===== src/rtl/led_ctrl_pkg.sv =====
// Shared mode encodings, initial LED patterns and bounce direction for led_pattern_ctrl.
package led_ctrl_pkg;

  typedef enum logic [1:0] {
    MODE_DIRECT = 2'd0,
    MODE_BLINK  = 2'd1,
    MODE_CHASE  = 2'd2,
    MODE_BOUNCE = 2'd3
  } mode_e;

  localparam logic [3:0] LED_INIT_BLINK  = 4'b1111;
  localparam logic [3:0] LED_INIT_CHASE  = 4'b0001;
  localparam logic [3:0] LED_INIT_BOUNCE = 4'b0001;

  localparam logic DIR_UP   = 1'b0;
  localparam logic DIR_DOWN = 1'b1;

  // Pattern loaded on the edge after a mode change; DIRECT starts from the switches.
  function automatic logic [3:0] led_init(input mode_e mode, input logic [3:0] sw_db);
    case (mode)
      MODE_BLINK:  return LED_INIT_BLINK;
      MODE_CHASE:  return LED_INIT_CHASE;
      MODE_BOUNCE: return LED_INIT_BOUNCE;
      default:     return sw_db;
    endcase
  endfunction

endpackage


===== src/rtl/led_pattern_ctrl_if.sv =====
// Switch/LED pin bundle: master drives the switches, slave (the controller) drives the LEDs.
interface led_pattern_ctrl_if;
  logic [3:0] sw;
  logic [3:0] led;
  logic       tick;

  modport master (output sw, input led, input tick);
  modport slave  (input sw, output led, output tick);
endinterface


===== src/rtl/sw_debounce.sv =====
// One switch bit: 2-FF synchroniser followed by a stable-count debouncer.
module sw_debounce #(
  parameter int unsigned CYCLES = 1_000_000
) (
  input  logic clk,
  input  logic rst_n,
  input  logic raw_i,
  output logic db_o
);

  localparam int unsigned CW = (CYCLES > 1) ? $clog2(CYCLES) : 1;

  logic          sync1_q, sync2_q, db_q;
  logic [CW-1:0] cnt_q;

  always_ff @(posedge clk or negedge rst_n) begin
    if (!rst_n) begin
      sync1_q <= 1'b0;
      sync2_q <= 1'b0;
      db_q    <= 1'b0;
      cnt_q   <= '0;
    end else begin
      sync1_q <= raw_i;
      sync2_q <= sync1_q;
      if (sync2_q == db_q) begin
        cnt_q <= '0;
      end else if (cnt_q == CW'(CYCLES - 1)) begin
        db_q  <= sync2_q;
        cnt_q <= '0;
      end else begin
        cnt_q <= cnt_q + CW'(1);
      end
    end
  end

  assign db_o = db_q;

endmodule


===== src/rtl/led_pattern_ctrl.sv =====
// LED sequencer: debounced switches select mode (sw[1:0]) and step speed (sw[3:2]).
module led_pattern_ctrl
  import led_ctrl_pkg::*;
#(
  parameter int unsigned DEBOUNCE_CYCLES = 1_000_000,
  parameter int unsigned TICK_CYCLES     = 12_500_000
) (
  input  logic               clk,
  input  logic               rst_n,
  led_pattern_ctrl_if.slave  bus
);

  localparam int unsigned PW  = $clog2(TICK_CYCLES * 8);
  localparam int unsigned PW1 = PW + 1;

  logic [3:0]    sw_db;
  mode_e         mode_q, mode_d;
  logic [PW-1:0] cnt_q;
  logic [3:0]    led_q;
  logic          tick_q, dir_q, load_q;
  logic [PW:0]   period_c;
  logic [PW-1:0] period_m1_c;
  logic          tick_c, chg_c;

  for (genvar i = 0; i < 4; i++) begin : g_db
    sw_debounce #(.CYCLES(DEBOUNCE_CYCLES)) u_db (
      .clk   (clk),
      .rst_n (rst_n),
      .raw_i (bus.sw[i]),
      .db_o  (sw_db[i])
    );
  end

  // Period is one bit wider so 8x the base still fits before subtracting one.
  assign period_c    = PW1'(TICK_CYCLES) << sw_db[3:2];
  assign period_m1_c = PW'(period_c - PW1'(1));
  assign mode_d      = mode_e'(sw_db[1:0]);
  assign chg_c       = (mode_d != mode_q);
  assign tick_c      = (cnt_q >= period_m1_c);

  always_ff @(posedge clk or negedge rst_n) begin
    if (!rst_n) begin
      mode_q <= MODE_DIRECT;
      cnt_q  <= '0;
      led_q  <= 4'b0000;
      tick_q <= 1'b0;
      dir_q  <= DIR_UP;
      load_q <= 1'b0;
    end else begin
      tick_q <= 1'b0;
      load_q <= 1'b0;
      if (chg_c) begin
        // Mode change wins over a coincident tick; the new pattern loads next edge.
        mode_q <= mode_d;
        cnt_q  <= '0;
        dir_q  <= DIR_UP;
        load_q <= 1'b1;
        if (mode_q == MODE_DIRECT) led_q <= sw_db;
      end else begin
        if (tick_c) begin
          cnt_q  <= '0;
          tick_q <= 1'b1;
        end else begin
          cnt_q <= cnt_q + PW'(1);
        end
        if (load_q) begin
          led_q <= led_init(mode_q, sw_db);
        end else begin
          case (mode_q)
            MODE_DIRECT: led_q <= sw_db;
            MODE_BLINK:  if (tick_c) led_q <= ~led_q;
            MODE_CHASE:  if (tick_c) led_q <= {led_q[2:0], led_q[3]};
            MODE_BOUNCE: begin
              if (tick_c) begin
                if (dir_q == DIR_UP) begin
                  led_q <= {led_q[2:0], 1'b0};
                  if (led_q[2]) dir_q <= DIR_DOWN;
                end else begin
                  led_q <= {1'b0, led_q[3:1]};
                  if (led_q[1]) dir_q <= DIR_UP;
                end
              end
            end
          endcase
        end
      end
    end
  end

  assign bus.led  = led_q;
  assign bus.tick = tick_q;

endmodule


===== src/flat_wrapper.sv =====
// flat-port wrapper written by rule: the top's interface ports become plain ports
module led_pattern_ctrl_flat import led_ctrl_pkg::*;
#(
  parameter int unsigned DEBOUNCE_CYCLES = 1_000_000,
  parameter int unsigned TICK_CYCLES     = 12_500_000
)
  (clk, rst_n, bus_sw, bus_led, bus_tick);
  led_pattern_ctrl_if bus_i ();
  input  logic clk;
  input  logic rst_n;
  input wire logic [$bits(bus_i.sw)-1:0] bus_sw;
  output wire logic [$bits(bus_i.led)-1:0] bus_led;
  output wire logic [$bits(bus_i.tick)-1:0] bus_tick;
  assign bus_i.sw = bus_sw;
  assign bus_led = bus_i.led;
  assign bus_tick = bus_i.tick;
  led_pattern_ctrl #(.DEBOUNCE_CYCLES(DEBOUNCE_CYCLES), .TICK_CYCLES(TICK_CYCLES)) u_core (.clk(clk), .rst_n(rst_n), .bus(bus_i));
endmodule

===== config.mk =====
export PLATFORM = sky130hd
export DESIGN_NAME = led_pattern_ctrl_flat
export DESIGN_NICKNAME = d
export VERILOG_FILES = /design/src/rtl/led_ctrl_pkg.sv /design/src/rtl/led_pattern_ctrl_if.sv /design/src/rtl/sw_debounce.sv /design/src/rtl/led_pattern_ctrl.sv /design/src/flat_wrapper.sv
export SDC_FILE = /design/constraint.sdc
export NUM_CORES = 1
export LEC_CHECK = 0
export BUFFER_PORTS_ARGS = -buffer_cell sky130_fd_sc_hd__buf_2
export CELL_PAD_IN_SITES_DETAIL_PLACEMENT = 1
export CELL_PAD_IN_SITES_GLOBAL_PLACEMENT = 2
export CORE_AREA = 2 2 108 162
export CTS_BUF_LIST = sky130_fd_sc_hd__clkbuf_16
export CTS_CLUSTER_DIAMETER = 150
export CTS_CLUSTER_SIZE = 8
export DETAILED_ROUTE_END_ITERATION = 10
export DIE_AREA = 0 0 110 164
export GPL_ROUTABILITY_DRIVEN = 0
export PLACE_DENSITY_LB_ADDON = 0.15
export SETUP_SLACK_MARGIN = 0.1
export SYNTH_ARGS = -nofsm -noshare
export SYNTH_HDL_FRONTEND = slang
export SYNTH_HIERARCHICAL = 1
export SYNTH_SLANG_ARGS = --single-unit

===== constraint.sdc =====
create_clock -name clk -period 4.05 [get_ports clk]
set_clock_uncertainty 0.2 [all_clocks]
set_input_delay 0.2025 -clock clk [delete_from_list [all_inputs] [get_ports clk]]
set_output_delay 0.2025 -clock clk [all_outputs]
set_load 0.02 [all_outputs]

* Yosys cells after proc, flatten, opt, wreduce, memory -nomap -nowiden
Cells that the tools add are included.
** Storage, ports and cells
- Memories kept :: 0
- Bits in writable memories :: 0
- Latch bits :: 0
- Register bits :: 128
- ROM bits :: 0
** Cells by class
- Equality and inequality tests :: 17
- $mul :: 0
- Magnitude comparators :: 1
- Add/sub/neg operators :: 6
- Div/mod/pow operators :: 0
- Bitwise operators :: 5
- Shift-type cells :: 1
- Reduce and logical (&&, ||, !) cells :: 10
- Mux-type cells :: 29
** Operators by type and width (number)
- $mux W20 :: 8
- $add A20 B1 Y20 const B :: 4
- $eq A20 B20 Y1 const B :: 4
- $mux W27 :: 2
- $mux W4 :: 7
- $add A27 B1 Y27 const B :: 1
- $ge A27 B27 Y1 :: 1
- $shl A24 B2 Y27 const A :: 1
- $sub A27 B1 Y27 const B :: 1
- $pmux W4 S4 :: 1
- $ne A4 B1 Y1 const B :: 3
- $mux W1 :: 10
- $pmux W4 S2 :: 1
- $reduce_and A2 Y1 :: 4
- $eq A1 B1 Y1 :: 4
- $eq A2 B2 Y1 const B :: 2
- $ne A2 B2 Y1 const B :: 2
- $not A1 Y1 :: 4
- $not A4 Y4 :: 1
- $reduce_and A4 Y1 :: 1
- $reduce_bool A2 Y1 :: 2
- $reduce_and A3 Y1 :: 1
- $eq A2 B1 Y1 const B :: 1
- $logic_not A2 Y1 :: 1
- other kinds (2) :: 2

* Longest topological paths before layout
- Word-level depth :: 7
- Mapped depth :: 13
- Gate-level depth less buffers :: 11

* Cells and area by module
Netlist, hierarchy kept.
** By module, submodules not included
- sw_debounce :: area an instance 1114.8 µm², times used 4, cells each 108
- led_pattern_ctrl :: area an instance 2431.1 µm², times used 1, cells each 266

* Worst setup path after synthesis
No wires, ideal clock.
- Path type :: flip-flop to flip-flop
- Start point :: register u_core.g_db[3].u_db.db_q
- End point :: register u_core.led_q[0], in the netlist u_core/bus.led[0]
- Cell stages (with the launch flop) :: 10
- Arrival :: 2.789 ns
- Path slack :: 0.936 ns
- Required time :: 3.725 ns
- Buffers on the path :: 0
- Library setup time :: 0.125 ns
- Cell sequence :: dfrtp_1 or2_2 ha_1 ha_1 a22oi_1 o211ai_1 a221oi_2 nor4b_2 o41a_4 mux2_4
** Between the ends
- Cells in the longest elaborated chain, start to end :: 5
** RTL lines
- from (decl) :: line sw_debounce.sv:13 : logic sync1_q, sync2_q, db_q;
- from (signal assigned) :: line sw_debounce.sv:28 : db_q <= sync2_q;
- $shl A24 B2 Y27 * :: line led_pattern_ctrl.sv:35 : assign period_c = PW1'(TICK_CYCLES) << sw_db[3:2];
- $sub A27 B1 Y27 * :: line led_pattern_ctrl.sv:36 : assign period_m1_c = PW'(period_c - PW1'(1));
- $ge A27 B27 Y1 * :: line led_pattern_ctrl.sv:39 : assign tick_c = (cnt_q >= period_m1_c);
- $ne A4 B1 Y1 (no source line)
- $reduce_and A4 Y1 (no source line) *
- to (signal assigned) :: line led_pattern_ctrl.sv:58 : if (mode_q == MODE_DIRECT) led_q <= sw_db;
- to (signal assigned) :: line led_pattern_ctrl.sv:67 : led_q <= led_init(mode_q, sw_db);
- to (signal assigned) :: line led_pattern_ctrl.sv:70 : MODE_DIRECT: led_q <= sw_db;
- to (decl) :: line led_pattern_ctrl.sv:19 : logic [3:0] led_q;
Mark *: on every way between the ends. The rest lies on a longest branch, timed or not.
A chain may end at the register's enable or synchronous reset.

* Final worst setup path
- Start point :: register u_core.g_db[2].u_db.db_q
- End point :: register u_core.led_q[0], in the netlist u_core/bus.led[0]
** Between the ends
- Cells in the longest elaborated chain, start to end :: 5
** RTL lines (line)
- from (decl) :: sw_debounce.sv:13
- from (signal assigned) :: sw_debounce.sv:28
- $shl A24 B2 Y27 * :: led_pattern_ctrl.sv:35
- $sub A27 B1 Y27 * :: led_pattern_ctrl.sv:36
- $ge A27 B27 Y1 * :: led_pattern_ctrl.sv:39
- $ne A4 B1 Y1 (no source line)
- $reduce_and A4 Y1 (no source line) *
Marked as above.

==> results.cfg <==
[finish]
fin_nets = 755
final_util_pct = 46.8
area_delta_synth_final_pct = 12.8
final_cell_mix = dfrtp_1, nor2_1, xnor2_1
layout-drive-gt1-share_pct = 10.0
fillers = 1876
layout_commonest_cell = dfrtp_1
antenna_cells = 0

[sta]
tns_ps = 0
setup_viol = 0
slew_headroom_pct = 36.9
hold_violations = 0
finalMaxSlewViolations = 0
rsz0062_at_grt = no
timing_worst_slew_pin_value_ps = 947
period_share_pct = 85.0
finalCriticalPeriod_ps = 3440
max_clock_freq_ghz = 0.290

[clock_network]
max-clock-path-buffers = 2
clk_pin_slew_ps = 50
clock_sinks = 128
cts_tree = yes
htreeDepth = 4
cts_root_buffer = clkbuf_16
clk_latency_ps = 420
post-cts-setup-buffers = 0
cts-buffers-inserted = 17

[setup_path]
r2r_slack_ps = 610
worstPathArrival_ps = 3540
endpoint_kind = flip-flop
crit_type = reg -> reg
required_ps = 4150
critPathLaunchType = flip-flop
critPathMaxFanout = 8

[power_and_ir_drop]
vdd_drop_max_uv = 281
p_leak_nw = 3.27
p_per_area_nw_per_um2 = 363

[die]
dieWidth_um = 110
core_um2 = 16600
initial_core_util_pct = 41.5
boundaryPins = 11
fp-row-count = 58
die-area_um2 = 18000
die_h_um = 164

[logic_synthesis]
yosys_warnings = 6
ys_top_cells_by_area = dfrtp_1, xnor2_1, nor2_1
yosysUniqueCellTypes = 55
synthArstFlopShare_pct = 100
syn_inst = 698
synth_edf_count = 0
synth_top_cell_by_area = dfrtp_1
synth_flop_cell = dfrtp_1
ys_seq_elements = 128
syn-cell-area_um2 = 6890
syn_avg_cell_area_um2 = 9.87
yosysSeqAreaShare_pct = 46.5
synth_top_area_share_pct = 46.5

[global_routing]
antenna_found_initial = 0
grt_max_degree = 101
grt_pass1_wl_mm = 27.1
grt.total_usage_pct = 19.2
grt_pass1_vias = 5612
grt_overflow = 0

[outcome]
status = finished clean

[job]
drv_cap = 0

[drt]
initialDrtViolationCount = 190
viasPerCell = 5.50
totalWireLength_mm = 15.7
route.vias.total = 5210
wl_per_cell_um = 16.6
ant_nets = 0
drc_errors = 0
drt_first_pass_iters = 4

[placed_design]
dp_hpwl_mm = 11.1
io_buffers = 10

[worst_hold_path]
hold_path.class = reg -> reg
[worst max-delay path, stage by stage, from the launching register on]
cell and delay [ps]:
dfrtp_1 470, nor2b_2 290, inv_1 120, ha_1 310, ha_1 310, a22oi_1 190
o211ai_1 140, a221oi_2 340, nor4b_2 130, o41a_4 510, mux2_4 300
[synthesized netlist by cell type, drive strengths merged (2+ instances only)]
| cell type | count |
|---|---|
| mux2 | 7 |
| nand2b | 3 |
| nor4 | 23 |
| and2 | 6 |
| nor4b | 9 |
| a32oi | 2 |
| nor2 | 114 |
| or3 | 9 |
| nor2b | 4 |
| o21ai | 24 |
| clkbuf | 5 |
| dfrtp | 128 |
| or2 | 4 |
| buf | 8 |
| xnor2 | 63 |
| and3 | 8 |
| conb | 2 |
| a22oi | 3 |
| a21o | 3 |
| o211ai | 4 |
| or4 | 4 |
| mux2i | 8 |
| nand3 | 38 |
| ha | 25 |
| nand4 | 28 |
| xor2 | 29 |
| and4 | 11 |
| nor3 | 28 |
| inv | 30 |
| nand2 | 39 |
| a21oi | 15 |
[area by class of cell]
cell class | count | area [µm²] | area share [%]
Multi-Input combinational cell | 528 | 3500 | 45.1
Sequential cell | 128 | 3200 | 41.2
Clock buffer | 17 | 425 | 5.47
Tap cell | 210 | 263 | 3.38
Timing Repair Buffer | 19 | 136 | 1.75
Clock inverter | 15 | 128 | 1.64
Inverter | 30 | 113 | 1.45
[power breakdown]
group          leakage (nW)  switching [mW]  internal, mW
logic                  1.26          0.0508        0.0186
registers              1.75          0.0140          1.29
clock network         0.272           0.556         0.887
total                  3.27           0.621          2.20
[timing repair]
item                                   CTS  global route
hold buffers                             5             0
resized for setup                        0             0
endpoints found under the hold margin  103             0
[metal layers]
metal / global-route usage (%) / share of wire (%) / vias up / wire length [µm]
met4: 7.19 / 1.9 / 0 / 292
met5: 0 / 0 / - / 0
li1: - / - / 2501 / -
met3: 4.40 / 2.0 / 21 / 309
met2: 33.8 / 53 / 50 / 8320
met1: 22.3 / 43 / 2638 / 6770
[sequential cells by signal (all words and copies together) (netlist names)]
signal                    count
u_core/g_db.u_db/sync1_q      4
u_core/g_db.u_db/sync2_q      4
u_core/bus.tick               1
u_core/mode_q                 2
u_core/g_db.u_db/cnt_q       80
u_core/load_q                 1
u_core/cnt_q                 27
u_core/g_db.u_db/db_o         4
u_core/bus.led                4
u_core/dir_q                  1
[kinds of logic after synthesis]
logic type,synth area share [%]
AO/OA/AOI/OAI,6.16
XOR/XNOR,11.7
adder cells (fa/ha/maj),4.68
buffers and inverters,2.71
flip-flops,46.5
multiplexers,2.47
other,0.109
AND/OR/NAND/NOR,25.7
[metrics by stage]
stage	area [µm²]	hold slack (ps)	setup slack [ps]	cells	power [mW]
4_1_cts	7770	160	607	947	2.87
3_3_place_gp	7170	111	752	910	1.39
5_1_grt	7770	165	461	947	2.94
2_1_floorplan	6890	-293	936	699	1.36
3_5_place_dp	7170	112	636	910	1.40
6_report	7770	155	606	947	2.82
[worst paths after layout]
path / start / end / cells after the start
max in group asynchronous: rst_n / u_core/bus.led[0]$_DFFE_PN0P_ / 3
min in group asynchronous: rst_n / u_core/cnt_q[22]$_DFF_PN0_ / 2
setup reg to reg: u_core/g_db[2].u_db/db_o$_DFFE_PN0P_ / u_core/bus.led[0]$_DFFE_PN0P_ / 10
setup / recovery: u_core/g_db[2].u_db/db_o$_DFFE_PN0P_ / u_core/bus.led[0]$_DFFE_PN0P_ / 10
hold / removal: u_core/g_db[2].u_db/sync1_q$_DFF_PN0_ / u_core/g_db[2].u_db/sync2_q$_DFF_PN0_ / 0
hold reg to reg: u_core/g_db[2].u_db/sync1_q$_DFF_PN0_ / u_core/g_db[2].u_db/sync2_q$_DFF_PN0_ / 0
Power figures use the tool's default switching activity.
